`src/rtl/alu_pkg.sv`:
```
// Shared definitions for the add/sub pipeline: FSM state encoding and counter width.
package alu_pkg;

  localparam int unsigned OP_COUNT_W = 16;

  // EMPTY: result register holds nothing; FULL: result register holds a result.
  typedef enum logic {
    EMPTY = 1'b0,
    FULL  = 1'b1
  } state_t;

endpackage

```
`src/rtl/addsub_core.sv`:
```
// Combinational N-bit two's-complement adder/subtractor with signed overflow.
// Ports:
//   a, b  : N-bit operands
//   sub   : 1 = a-b, 0 = a+b
//   s     : N-bit wrapped result
//   ovf   : carry into MSB XOR carry out of MSB
module addsub_core #(
  parameter int unsigned N = 16
) (
  input  logic [N-1:0] a,
  input  logic [N-1:0] b,
  input  logic         sub,
  output logic [N-1:0] s,
  output logic         ovf
);

  logic [N-1:0] bx;
  logic [N-1:0] low_sum;
  logic [1:0]   msb_sum;

  assign bx = b ^ {N{sub}};

  // Lower N-1 bits; bit N-1 of low_sum is the carry into the MSB.
  assign low_sum = N'({1'b0, a[N-2:0]}) + N'({1'b0, bx[N-2:0]}) + N'(sub);

  // MSB column; msb_sum[1] is the carry out of the MSB.
  assign msb_sum = 2'(a[N-1]) + 2'(bx[N-1]) + 2'(low_sum[N-1]);

  assign s   = {msb_sum[0], low_sum[N-2:0]};
  assign ovf = low_sum[N-1] ^ msb_sum[1];

endmodule

```
`src/rtl/addsub_pipe.sv`:
```
// Single-stage registered add/sub pipeline with valid/ready handshake,
// sticky overflow flag and consumed-result counter.
// Optional feature: define ADDSUB_PIPE_SAT_EN to saturate overflowing results.
// Ports:
//   clk, rst_n            : clock, async active-low reset
//   in_valid/in_ready     : upstream handshake (in_ready is combinational)
//   in_a, in_b, in_sub    : operands and operation select (1 = a-b)
//   out_valid/out_ready   : downstream handshake
//   out_s, out_ovf        : registered result and its signed overflow
//   ovf_sticky/clr_sticky : sticky overflow flag and its synchronous clear
//   op_count              : results consumed downstream, modulo 2^16
module addsub_pipe
  import alu_pkg::*;
#(
  parameter int unsigned N = 16
) (
  input  logic                  clk,
  input  logic                  rst_n,
  input  logic                  in_valid,
  output logic                  in_ready,
  input  logic [N-1:0]          in_a,
  input  logic [N-1:0]          in_b,
  input  logic                  in_sub,
  output logic                  out_valid,
  input  logic                  out_ready,
  output logic [N-1:0]          out_s,
  output logic                  out_ovf,
  output logic                  ovf_sticky,
  input  logic                  clr_sticky,
  output logic [OP_COUNT_W-1:0] op_count
);

  state_t                  state_q, state_d;
  logic [N-1:0]            s_q, s_d;
  logic                    ovf_q, ovf_d;
  logic                    sticky_q, sticky_d;
  logic [OP_COUNT_W-1:0]   cnt_q, cnt_d;
  logic [N-1:0]            core_s;
  logic                    core_ovf;
  logic [N-1:0]            res_s;
  logic                    accept;

  addsub_core #(.N(N)) u_core (
    .a   (in_a),
    .b   (in_b),
    .sub (in_sub),
    .s   (core_s),
    .ovf (core_ovf)
  );

`ifdef ADDSUB_PIPE_SAT_EN
  // On overflow the wrapped MSB is the inverse of the true sign.
  assign res_s = !core_ovf   ? core_s :
                 core_s[N-1] ? {1'b0, {(N-1){1'b1}}} :
                               {1'b1, {(N-1){1'b0}}};
`else
  assign res_s = core_s;
`endif

  assign in_ready   = (state_q == EMPTY) | out_ready;
  assign accept     = in_valid & in_ready;
  assign out_valid  = (state_q == FULL);
  assign out_s      = s_q;
  assign out_ovf    = ovf_q;
  assign ovf_sticky = sticky_q;
  assign op_count   = cnt_q;

  // State and datapath registers.
  always_ff @(posedge clk or negedge rst_n) begin
    if (!rst_n) begin
      state_q  <= EMPTY;
      s_q      <= '0;
      ovf_q    <= 1'b0;
      sticky_q <= 1'b0;
      cnt_q    <= '0;
    end else begin
      state_q  <= state_d;
      s_q      <= s_d;
      ovf_q    <= ovf_d;
      sticky_q <= sticky_d;
      cnt_q    <= cnt_d;
    end
  end

  // Next-state and register-load logic.
  always_comb begin
    state_d  = state_q;
    s_d      = s_q;
    ovf_d    = ovf_q;
    sticky_d = sticky_q;
    cnt_d    = cnt_q;

    case (state_q)
      EMPTY:   if (accept) state_d = FULL;
      FULL:    if (out_ready && !accept) state_d = EMPTY;
      default: state_d = EMPTY;
    endcase

    if (accept) begin
      s_d   = res_s;
      ovf_d = core_ovf;
    end

    if (out_valid && out_ready) cnt_d = cnt_q + OP_COUNT_W'(1);

    // A setting accept wins over a coincident clear.
    if (clr_sticky)          sticky_d = 1'b0;
    if (accept && core_ovf)  sticky_d = 1'b1;
  end

endmodule

```
`config.mk`:
```
export PLATFORM = sky130hd
export DESIGN_NAME = addsub_pipe
export DESIGN_NICKNAME = d
export VERILOG_FILES = /design/src/rtl/alu_pkg.sv /design/src/rtl/addsub_core.sv /design/src/rtl/addsub_pipe.sv
export SDC_FILE = /design/constraint.sdc
export NUM_CORES = 1
export LEC_CHECK = 0
export CORE_MARGIN = 5
export CORE_UTILIZATION = 30
export DETAILED_ROUTE_END_ITERATION = 6
export GPL_TIMING_DRIVEN = 0
export SETUP_SLACK_MARGIN = 0.2
export SYNTH_ARGS = -nofsm -noshare
export SYNTH_HDL_FRONTEND = slang
export SYNTH_SLANG_ARGS = --single-unit
```
`constraint.sdc`:
```
create_clock -name clk -period 4.2 [get_ports clk]
set_input_delay 1.05 -clock clk [delete_from_list [all_inputs] [get_ports clk]]
set_output_delay 1.05 -clock clk [all_outputs]
set_load 0.02 [all_outputs]
```
==> impl_metrics.toml, run 1 <==
[status]
outcome = "finished clean"

[worst_setup_path]
cpMaxStageDelayCell = "ha_1"
crit_fanout = 8
ff2ff_setup_slack_ns = 2.55
crit_arrival_ns = 3.87
rr_endpoint = "out_s[6]$_DFFE_PN0P_"
worst_r2r_startpoint = "out_valid$_DFF_PN0_"
start_kind = "input pin"
path_cells = "clkdlybuf4s50_1 -> xor2_1 -> ha_1 -> nand4_1 -> o221a_2 -> o2bb2ai_1 -> nor2_1 -> fa_1 -> a2111oi_1 -> mux2i_1 -> nand3_1"
crit_required_ns = 4.42
rr_worst_depth = 5
cp_num_buf_inv = 1
crit_family = "adder cells"
endpoint_kind = "flop"
path_class = "in2reg"
slowest_delay_ns = 0.43

[clock_tree]
clock_sinks = 35
insertion_delay_ns = 0.28
ctsHoldBuffers = 0
cts_max_path_buffers = 2
cts_tree = "built"
path_clk_slew_ns = 0.07
postCtsSetupBuffers = 0
cts_root_buf = "clkbuf_8"
numCtsBuffers = 5
cts_htree_levels = 2
ctsResizeCount = 0

[pwr]
ir_worst_vdd_mv = 0.132
p_clk_frac = 0.181
cell_internal_pwr_mw = 0.819
p_per_area_nw_per_um2 = 404
power_frac_comb = 0.456
p_seq_frac = 0.363
swShare = 0.377
power_switching_mw = 0.495
finalPower_mw = 1.31
leakage_nw = 1.37

[synthesis]
netlist_area_um2 = 2320
ys_types = 42
synth-simple-area-share = 0.161
async_flop_share = 1.00
synthMuxAreaShare = 0.0226
synth_fp_nets = 301
yosysSeqAreaShare = 0.377
syn_inst = 245
synth_compound_area_frac = 0.157
yosysWarnings = 0
synth_seq_cells = 35
synthXorXnorAreaFrac = 0.151
synthAdderAreaFrac = 0.104
synth_top_family_by_area = "simple AND/OR/NAND/NOR gates"
synth-edff-count = 0
ys.flop_type = "dfrtp_1"
synth.avg_cell_area_um2 = 9.47

[place]
post-place-cells = 419
io_buffers = 72
dpl.hpwl_um = 4570
dpl_worst_slack_ns = 0.223
gp_routability_congestion = 0.798

[hold_path]
min_path_type = "reg2reg"
min_to = "op_count[15]$_DFFE_PN0P_"
hp-start = "op_count[15]$_DFFE_PN0P_"
hold-path-cell-count = 1

[final_layout]
layout_common_cells = "clkdlybuf4s50_1, dfrtp_1, nand2_1"
utilization = 0.425
antenna_cells = 0
fin_nets = 380
fillers = 785
regArea_um2 = 876
drive_gt1_frac = 0.0585
multi_input_area_um2 = 1380
final_cells = 427
syn_to_final_growth_pct = 40.1
final_common_cell = "clkdlybuf4s50_1"

[global_routing]
grt_use_total = 0.118
grt_pass1_vias = 1990
grt_pass1_wl_um = 9250
grt.overflow.total = 0
grt_max_degree = 36
antenna_found_initial = 0

[floorplanning]
row_count = 32
fp.coreArea_um2 = 7650
ios = 74
start_util = 0.304
dieArea_um2 = 9600
die_w_um = 98.0
die_h_um = 98.0

[timing]
fin_ws_ns = 0.546
finalSetupTns_ns = 0
drv_slew = 0
relSlewSlack = 0.480
timing.fmax_mhz = 274
setup_viol = 0
period_needed_ns = 3.65
skew_ns = 0.00481
rsz0062_at_grt = "false"
tightest_slew_ns = 0.780
hold_viol = 0
period_share = 0.870

[detailed_routing]
vias_per_cell = 4.69
totalWireLength_um = 5590
first_pass_iters = 4
postRouteAntennaNets = 0
post-route-drc-count = 0
drtIter0Drc = 70
routedWlPerCell_um = 13.1
vias = 2004

[run]
drv_cap = 0
-- through the flow --
step	instance area, µm²	hold WS (ns)
2_1_floorplan	2320	0.578
3_5_place_dp	3160	0.459
6_report	3250	0.465
3_3_place_gp	3170	0.458
4_1_cts	3250	0.470
5_1_grt	3250	0.507
-- Yosys cell counts (2+ instances only) --
cell type,count,area [µm²]
inv_1,7,26.3
a21oi_1,11,55.1
o221ai_1,2,17.5
o21ai_0,14,70.1
nor2_1,11,41.3
mux2i_1,3,30.0
nor3_1,3,15.0
and3_1,3,18.8
o2bb2ai_1,2,17.5
nand2_1,34,128
buf_2,3,15.0
ha_1,16,200
or3_1,3,18.8
o211ai_1,2,15.0
xnor2_1,18,158
mux2_2,2,22.5
nand4_1,11,68.8
o21bai_1,2,15.0
and4_1,2,17.5
o221a_2,2,22.5
a31oi_1,2,12.5
fa_1,2,40.0
o21a_1,4,30.0
xor2_1,22,193
nand2b_1,3,18.8
dfrtp_1,35,876
a21o_1,3,22.5
nand3_1,7,35.0
clkbuf_1,3,11.3
-- worst reg2reg max path: cells and delay by family, from the launching register on --
kind            cells  cell delay, ns
buf+inv             2            0.61
flops               1            0.40
simple gates        2            0.35
compound gates      1            0.16
-- routing by layer --
layer	GRT usage	up-vias	routed length [µm]
met5	0	-	0
met4	0.0373	0	97
met3	0.0307	7	332
met2	0.184	61	2490
met1	0.161	909	2670
li1	-	1027	-
-- final cells by class --
type                    instances  area share
well taps                     102      0.0393
inverters                       7     0.00808
plain buffers                   8      0.0115
multi-input cells             195       0.425
clock inverters                 2     0.00385
flip-flops and latches         35       0.269
repair buffers                 72       0.220
clock buffers                   6      0.0223
-- power groups by stage --
stage	Sequential, mW	Clock (mW)	Combinational (mW)
after floorplan	0.567	0	0.248
after global placement	0.482	0	0.595
after detailed placement	0.485	0	0.603
after CTS	0.479	0.245	0.606
after global routing	0.491	0.258	0.655
final	0.477	0.237	0.599
-- cells by family (layout without fill, tap and decap cells) --
group / after synthesis / count (layout)
AOI/OAI and AO/OA: 53 / 53
DFF: 35 / 35
buffers and inverters: 15 / 95
adders and majority gates: 18 / 18
xor gates and xnor gates: 40 / 40
and+or+nand+nor: 79 / 79
muxes: 5 / 5
-- registers in the layout, summed over array words and instances (netlist names) --
name,flops
op_count,16
out_s,16
ovf_sticky,1
out_ovf,1
out_valid,1
-- worst max path at each step --
stage | start | endpoint | slack (ns) | cells past startpoint
final | in_b[10] | out_ovf$_DFFE_PN0P_ | 0.55 | 11
after global routing | in_sub | out_ovf$_DFFE_PN0P_ | 0.24 | 13
after CTS | in_sub | out_ovf$_DFFE_PN0P_ | 0.55 | 13
after detailed placement | in_sub | out_ovf$_DFFE_PN0P_ | 0.22 | 13
after floorplan | in_sub | out_ovf$_DFFE_PN0P_ | 0.64 | 12
after global placement | in_b[10] | out_ovf$_DFFE_PN0P_ | 0.27 | 11
Power figures use the tool's default switching activity.
==> run 2, diff against run 1 <==
CORE_ASPECT_RATIO = 2   (was unset)
==> run 2 against run 1 <==
  * Maximum frequency decreased by 1.5%
  * Power is 15% higher
  * Register-to-register slack got worse by 0.06 ns
  * Routed wire length rose by 7.5%
  * Largest cell class unchanged
==> impl_metrics.toml, run 2 (synthesis results as in run 1) <==
[detailed_routing]
vias = 2045
route.met2.wl_um = 3480
vias_per_cell = 4.88
postRouteAntennaNets = 0
post-route-drc-count = 0
drtIter0Drc = 63
first_pass_iters = 4
routedWlPerCell_um = 14.3
dr_wl_met3_um = 258
totalWireLength_um = 6010
met1_length_um = 2130
top_layer = "met4"

[worst_setup_path]
endpoint_kind = "flop"
rr_endpoint = "op_count[14]$_DFFE_PN0P_"
crit_fanout = 10
rr_worst_depth = 6
crit_required_ns = 4.41
path_cells = "buf_4 -> buf_2 -> xor2_1 -> ha_1 -> clkbuf_1 -> nand4_1 -> nor3_1 -> o2bb2ai_1 -> nor2_1 -> fa_1 -> a2111oi_0 -> mux2i_1 -> nand3_1"
ff2ff_setup_slack_ns = 2.49
crit_arrival_ns = 3.92
slowest_delay_ns = 0.41
cp_num_buf_inv = 3
crit_family = "buffers and inverters"
start_kind = "input pin"
worst_r2r_startpoint = "op_count[0]$_DFFE_PN0P_"
path_class = "in2reg"
cpMaxStageDelayCell = "fa_1"

[timing]
hold_viol = 0
rsz0062_at_grt = "false"
drv_slew = 0
relSlewSlack = 0.482
skew_ns = 0.00464
setup_viol = 0
finalSetupTns_ns = 0
timing.fmax_mhz = 269
tightest_slew_ns = 0.777
period_needed_ns = 3.71
period_share = 0.883

[floorplanning]
die_w_um = 72.2
start_util = 0.305
dieArea_um2 = 9700
die_h_um = 134
row_count = 45
ios = 74
fp.coreArea_um2 = 7600

[pwr]
ir_worst_vdd_mv = 0.150
p_per_area_nw_per_um2 = 453
leakage_nw = 1.42
finalPower_mw = 1.51

[final_layout]
fillers = 777
final_common_cell = "clkdlybuf4s50_1"
syn_to_final_growth_pct = 43.4
layout_common_cells = "clkdlybuf4s50_1, dfrtp_1, nand2_1"
utilization = 0.438
regArea_um2 = 876
multi_input_area_um2 = 1380
drive_gt1_frac = 0.0615
fin_nets = 380
antenna_cells = 0

[clock_tree]
cts_htree_levels = 2
postCtsSetupBuffers = 0
insertion_delay_ns = 0.28
cts_tree = "built"
path_clk_slew_ns = 0.05
ctsResizeCount = 0
numCtsBuffers = 5
ctsHoldBuffers = 0
cts_max_path_buffers = 2
cts_root_buf = "clkbuf_16"
clock_sinks = 35

[global_routing]
antenna_found_initial = 0
grt_pass1_vias = 2122
grt.overflow.total = 0
grt_max_degree = 36
grt_pass1_wl_um = 10000
grt_use_total = 0.132

[place]
io_buffers = 72
dpl.hpwl_um = 4960
gp_routability_congestion = 0.794

[hold_path]
hold-path-cell-count = 1
min_path_type = "reg2reg"
min_to = "op_count[15]$_DFFE_PN0P_"
hp-start = "op_count[15]$_DFFE_PN0P_"

[run]
drv_cap = 0

[status]
outcome = "finished clean"
## run 2: per-layer routing
| metal | vias to the layer above | GRT usage |
|---|---|---|
| met5 | - | 0 |
| met1 | 953 | 0.139 |
| met4 | 0 | 0.0659 |
| li1 | 1030 | - |
| met2 | 53 | 0.246 |
| met3 | 9 | 0.0158 |
## run 2: how the worst max path moves through the flow
stage,depth (start not counted),slack (ns),to,start
6_report,13,0.49,out_ovf$_DFFE_PN0P_,in_sub
5_1_grt,13,0.24,ovf_sticky$_DFFE_PN0P_,in_sub
4_1_cts,13,0.47,out_ovf$_DFFE_PN0P_,in_sub
3_5_place_dp,13,0.20,out_ovf$_DFFE_PN0P_,in_sub
3_3_place_gp,13,0.21,out_ovf$_DFFE_PN0P_,in_sub
2_1_floorplan,12,0.64,out_ovf$_DFFE_PN0P_,in_sub
## run 2: worst register-to-register path, cell delays in order, from the launching register on
cell     delay (ns)
dfrtp_1        0.42
ha_1           0.19
nand3_1        0.14
nor2_1         0.29
and4_1         0.29
nand4_1        0.13
xnor2_1        0.14
## run 2: layout make-up
cell class / count / area share
Inverter: 7 / 0.00789
Timing Repair Buffer: 72 / 0.215
Clock inverter: 2 / 0.0105
Multi-Input combinational cell: 195 / 0.415
Sequential cell: 35 / 0.263
Buffer: 8 / 0.0113
Tap cell: 94 / 0.0353
Clock buffer: 6 / 0.0417
## run 2: power breakdown
group	internal (mW)	leakage, nW	switching, mW
Combinational	0.291	0.891	0.308
Clock	0.295	0.0868	0.133
Sequential	0.414	0.443	0.0659
Total	0.999	1.42	0.507
## run 2: metrics by stage
step	std cells	instance area (µm²)	setup slack [ns]	hold slack (ns)
3_5_place_dp	411	3150	0.201	0.457
5_1_grt	419	3330	0.241	0.482
2_1_floorplan	245	2320	0.639	0.578
3_3_place_gp	411	3160	0.213	0.457
6_report	419	3330	0.489	0.464
4_1_cts	419	3330	0.469	0.469
